`src/rtl/inst_fetch_unit_pkg.sv`:
```
// Shared definitions for the instruction fetch unit: bus widths, the
// default boot address, the NOP word and the fetch state encoding.
package inst_fetch_unit_pkg;

  localparam int          XLEN             = 32;
  localparam logic [31:0] DEFAULT_RESET_PC = 32'h0000_3000;
  localparam logic [31:0] NOP_WORD         = 32'h0000_0000;
  localparam logic [31:0] PC_STEP          = 32'd4;

  typedef enum logic [1:0] {
    ST_FETCH = 2'd0,
    ST_HOLD  = 2'd1,
    ST_ERROR = 2'd2
  } fetch_state_t;

  // Word-aligned target check for redirects.
  function automatic logic is_aligned(input logic [XLEN-1:0] addr);
    return (addr[1:0] == 2'b00);
  endfunction

endpackage

```
`src/rtl/inst_fetch_unit.sv`:
```
// Instruction fetch unit: holds one instruction for IF/ID, prefetches the
// next word while holding, and traps into a sticky error state on a
// misaligned redirect. Memory is non-binding: a request completes only in a
// cycle where imem_req and imem_ready are both high.
module inst_fetch_unit
  import inst_fetch_unit_pkg::*;
#(
  parameter logic [31:0] RESET_PC = DEFAULT_RESET_PC
) (
  input  logic            clk,
  input  logic            reset,
  input  logic            pc_write,
  input  logic            redirect,
  input  logic [XLEN-1:0] redirect_pc,
  output logic            imem_req,
  output logic [XLEN-1:0] imem_addr,
  input  logic            imem_ready,
  input  logic [XLEN-1:0] imem_rdata,
  output logic [XLEN-1:0] is,
  output logic [XLEN-1:0] pc_plus4F,
  output logic            fetch_valid,
  output logic            addr_err
);

  fetch_state_t    state_reg, state_next;
  logic [XLEN-1:0] pc_reg, pc_next;
  logic [XLEN-1:0] buf_reg, buf_next;
  logic            valid_reg, valid_next;
  logic            err_reg, err_next;

  // Sequential pc + 4; wraps naturally modulo 2^32.
  logic [XLEN-1:0] pc_plus4;
  assign pc_plus4 = pc_reg + PC_STEP;

  assign is          = valid_reg ? buf_reg : NOP_WORD;
  assign fetch_valid = valid_reg;
  assign pc_plus4F   = pc_plus4;
  assign addr_err    = err_reg;

  // State and datapath registers; reset clears everything without waiting for clk.
  always_ff @(posedge clk or posedge reset) begin
    if (reset) begin
      state_reg <= ST_FETCH;
      pc_reg    <= RESET_PC;
      buf_reg   <= NOP_WORD;
      valid_reg <= 1'b0;
      err_reg   <= 1'b0;
    end else begin
      state_reg <= state_next;
      pc_reg    <= pc_next;
      buf_reg   <= buf_next;
      valid_reg <= valid_next;
      err_reg   <= err_next;
    end
  end

  // Next-state, next-PC mux and memory request; redirect outranks everything
  // else, and any data returned in a redirect cycle is dropped.
  always_comb begin
    state_next = state_reg;
    pc_next    = pc_reg;
    buf_next   = buf_reg;
    valid_next = valid_reg;
    err_next   = err_reg;
    imem_req   = 1'b1;
    imem_addr  = pc_reg;

    case (state_reg)
      ST_FETCH: begin
        imem_addr = pc_reg;
        if (redirect) begin
          valid_next = 1'b0;
          if (is_aligned(redirect_pc)) begin
            pc_next    = redirect_pc;
            state_next = ST_FETCH;
          end else begin
            err_next   = 1'b1;
            state_next = ST_ERROR;
          end
        end else if (imem_ready) begin
          buf_next   = imem_rdata;
          valid_next = 1'b1;
          state_next = ST_HOLD;
        end
      end

      ST_HOLD: begin
        // Prefetch the word after the one being held.
        imem_addr = pc_plus4;
        if (redirect) begin
          valid_next = 1'b0;
          if (is_aligned(redirect_pc)) begin
            pc_next    = redirect_pc;
            state_next = ST_FETCH;
          end else begin
            err_next   = 1'b1;
            state_next = ST_ERROR;
          end
        end else if (pc_write) begin
          pc_next = pc_plus4;
          if (imem_ready) begin
            buf_next = imem_rdata;
          end else begin
            valid_next = 1'b0;
            state_next = ST_FETCH;
          end
        end
      end

      ST_ERROR: begin
        imem_req   = 1'b0;
        valid_next = 1'b0;
      end

      default: begin
        state_next = ST_FETCH;
        valid_next = 1'b0;
      end
    endcase
  end

endmodule
```
`config.mk`:
```
export PLATFORM = sky130hd
export DESIGN_NAME = inst_fetch_unit
export DESIGN_NICKNAME = d
export VERILOG_FILES = /design/src/rtl/inst_fetch_unit_pkg.sv /design/src/rtl/inst_fetch_unit.sv
export SDC_FILE = /design/constraint.sdc
export NUM_CORES = 1
export LEC_CHECK = 0
export BUFFER_PORTS_ARGS = -buffer_cell sky130_fd_sc_hd__buf_2
export CELL_PAD_IN_SITES_DETAIL_PLACEMENT = 1
export CELL_PAD_IN_SITES_GLOBAL_PLACEMENT = 2
export CORE_ASPECT_RATIO = 0.5
export CORE_MARGIN = 1
export CORE_UTILIZATION = 29
export DETAILED_ROUTE_END_ITERATION = 16
export GPL_ROUTABILITY_DRIVEN = 0
export PLACE_DENSITY_LB_ADDON = 0.1
export RECOVER_POWER = 100
export SETUP_SLACK_MARGIN = 0.02
export SLEW_MARGIN = 20
export SYNTH_ARGS = -nofsm -noshare
export SYNTH_HDL_FRONTEND = slang
export SYNTH_SLANG_ARGS = --single-unit
```
`constraint.sdc`:
```
create_clock -name clk -period 2.5 [get_ports clk]
set_clock_uncertainty 0.1 [all_clocks]
set_input_delay 0.125 -clock clk [delete_from_list [all_inputs] [get_ports clk]]
set_output_delay 0.125 -clock clk [all_outputs]
set_load 0.1 [all_outputs]
```
# == After elaboration in Yosys (flattened, before gate mapping) ==
# Cells that the tools add are included.
# totals
out_inout_bits,99
register_bits,68
word_cells,52
# op_classes
add_sub_neg,1
reduce_logical,9
n_bitwise,2
muxes,26
n_eq_ne,9
# ops
op,n
2-to-1 mux 32 bit,10
one-hot mux 32 bit (2 select lines),2
"adder 32 x 3 -> 32 bit, second input constant",1
2-to-1 mux 2 bit,6
"inequality test 3 bit, second input constant",3
AND reduction 3 bit,3
"inequality test 2 bit, second input constant",4
AND reduction 4 bit,2
2-to-1 mux 1 bit,6
one-hot mux 2 bit (3 select lines),1
zero test 2 bit,2
"== test 2 x 1 -> 1 bit, second input constant",1
"== test 2 bit, second input constant",1
NOT 1 bit,2
one-hot mux 1 bit (2 select lines),1
nonzero test 2 bit,1
OR reduction 2 bit,1

# == Logic depth before layout (Yosys ltp) ==
# depth
depth_word,4
depth_mapped,8
mapped_depth_nobuf,6

# == Worst setup path after synthesis ==
# No wires, ideal clock.
# synth_timing
path_type,register to output
startpoint,register pc_reg[13]
endpoint,output port pc_plus4F[31]
path_stages_with_launch,7
path_buffers,1
t_arrival_ns,3.143
setup_slack_ns,-0.868
required_time_ns,2.275
cell_sequence,dfstp_2 -> buf_4 -> and4_2 -> nand4_4 -> nor3_1 -> nand2_1 -> xnor2_1
# synth_between
elab_chain_cells,1
# synth_rtl
element,line,source
start: declaration,inst_fetch_unit.sv:26,"logic [XLEN-1:0] pc_reg, pc_next;"
start signal: assignment,inst_fetch_unit.sv:50,pc_reg <= pc_next;
adder 32 x 3 -> 32 bit,inst_fetch_unit.sv:33,assign pc_plus4 = pc_reg + PC_STEP;
end: declaration,inst_fetch_unit.sv:20,"output logic [XLEN-1:0] pc_plus4F,"
# Every way passes these cells.

# == Worst setup path after layout ==
# layout_timing
startpoint,register pc_reg[12]
endpoint,output port pc_plus4F[25]
# The elaborated chain is that of the path after synthesis.

==> metrics.cfg <==
[critical_path]
start_kind = register
reg2regPathDepth = 6
end_kind = output pin
endpoint = pc_plus4F[25]
reg2reg_from = state_reg[1]
critPathKind = register to output pin
crit_fanout = 6
r2r_end = pc_reg[15]
arrival_ns = 2.24
ff2ff_setup_slack_ns = 0.19
startpoint = pc_reg[12]
required_ns = 2.28

[routing]
via_count = 4743
drt_iter0_markers = 224
drtAntennaViolNets = 0
routed-wl-met3_um = 1220
dr.pass1.iters = 4
wl_um = 17700
wire_per_inst_um = 18.6
wl_met2_um = 8580
wl_met1_um = 7630
top_layer_used = met5
drc = 0
viasPerCell = 4.99

[timing]
period_share = 0.985
fmax_mhz = 406
timing.slew.headroom = 0.179
finalHoldViolations = 0
rsz0062_at_grt = true
fin_crit_ns = 2.46
setup_viol = 0
maxSlewViolCount = 0
tightest_slew_ns = 1.24

[global_route]
grt_start_max_net_pins = 41
track_usage = 0.230
grt_pass1_wl_um = 28400
grt-ovfl-total = 0
first_global_vias = 5201
antenna_found_initial = 2

[cells_and_area]
n_antenna_cell = 0
drive_above_1_share = 0.467
final_area_mm2 = 0.00775
finalNetCount = 819
area_delta_synth_final_pct = 73.3

[run_status]
outcome = complete, no violations

[placed_design]
io_buffer_count = 167
placed_area_mm2 = 0.00713
dp.final_hpwl_um = 12400

[floorplanning]
core_area_mm2 = 0.0147
fp.dieH_um = 89.8
die_area_mm2 = 0.0159
top_level_ports = 168
rows = 31
die_w_um = 178
initial_core_util = 0.303

[logic_synthesis]
synth_most_common_cell = dfrtp_1
synth_area_leaders = dfrtp_1 37%, xnor2_1 8.2%, mux2_2 8.1%, and2_1 5.7%, nand2_1 4.5%
synthArstFlopShare = 1.00
syn_area_per_cell_um2 = 9.10
syn_area_mm2 = 0.00447
ys_warn_count = 0
synth-seq-area-share = 0.381
ys_ff_latch = 68
synth_top_area_cell = dfrtp_1
syn_inst = 491
ys.flop_type = dfrtp_1
synth.distinct_cells = 59
yosysTopAreaCellShare = 0.370
synth_common_cells = 66 x dfrtp_1, 53 x nand2_1, 42 x xnor2_1
synthesis.nets = 561
synth-edff-count = 0

[min_path]
hold_path_class = input pin to register
worstHoldStart = redirect_pc[17]

[cts]
root_buffer = clkbuf_16
clk_pin_slew_worst_paths_ns = 0.06
cts-htree-levels = 3
clk_latency_ns = 0.33
cts_buffers = 9
cts_buffer_depth = 2
cts_tree = built
clock-sinks = 68

[run]
maxCapViolCount = 0

[metal layers]
metal | GRT usage | vias up
met4 | 0.0484 | 4
met1 | 0.289 | 2373
li1 | - | 2219
met3 | 0.0702 | 18
met5 | 0 | -
met2 | 0.388 | 129
[area by class of cell]
type,instances,area (um2)
Fill cell,1655,6990
Multi-Input combinational cell,377,3200
Timing Repair Buffer,285,2250
Sequential cell,68,1710
Tap cell,198,248
Clock buffer,9,225
Clock inverter,6,90.1
Inverter,8,30.0
[cell usage in the layout (no fill, tap or decap), types with 10 or more instances in the layout]
master,synthesis,layout
nor2_1,41,37
dlygate4sd3_1,0,48
buf_4,11,61
dfrtp_1,66,61
nand3_1,17,13
xnor2_2,0,14
clkbuf_2,0,39
buf_6,1,10
a21oi_1,25,25
mux2_2,32,32
and2_1,41,40
o21ai_0,18,18
clkbuf_4,0,12
clkbuf_1,10,17
nand2_1,53,44
xnor2_4,0,16
buf_12,0,20
buf_2,13,71
xnor2_1,42,12
[critical path: stages (launching register included)]
cell and delay (ns):
dfstp_2 0.53, and4_4 0.26, nand4_4 0.21, nor3_2 0.35, nand2_1 0.19, xnor2_4 0.19, buf_12 0.19
[worst min-delay path by stage]
stage / endpoint / slack (ns) / cells after the start
detailed placement: buf_reg[22] / 0.03 / 2
finish: pc_reg[17] / 0.004 / 3
CTS: state_reg[0] / 0.002 / 3
global route: pc_reg[15] / 0.008 / 2
global placement: buf_reg[22] / 0.02 / 2
floorplan: pc_reg[22] / 0.15 / 2
[through the flow]
step	util	worst slack (ns)	hold slack [ns]	TNS (ns)	instances
floorplan	-	-0.562	0.148	-5.11	491
global placement	0.483	0.172	0.0191	0	876
detailed placement	0.483	0.0735	0.0254	0	876
CTS	0.547	0.00705	0.00166	0	948
global route	0.526	-0.0396	0.00829	-0.345	951
finish	0.526	0.0371	0.00440	0	951
[logic make-up after synthesis]
| kind of cell | Yosys count | synth area share |
|---|---|---|
| muxes | 33 | 0.0829 |
| xor gates and xnor gates | 57 | 0.112 |
| buffers and inverters | 46 | 0.0532 |
| adders and majority gates | 1 | 0.00280 |
| AOI/OAI and AO/OA | 82 | 0.120 |
| and+or+nand+nor | 204 | 0.248 |
| DFF | 68 | 0.381 |
[repair_timing]
item / in CTS / in global routing
setup buffers: 9 / 3
hold buffers: 48 / 0
pin swaps: 9 / 11
setup endpoints to repair: 34 / 24
endpoints found under the hold margin: 60 / 0
gates resized for setup: 25 / 23
Power is left out: the tool's default activity adds up to more than one toggle a clock period on the data nets, which glitch-free logic cannot reach.
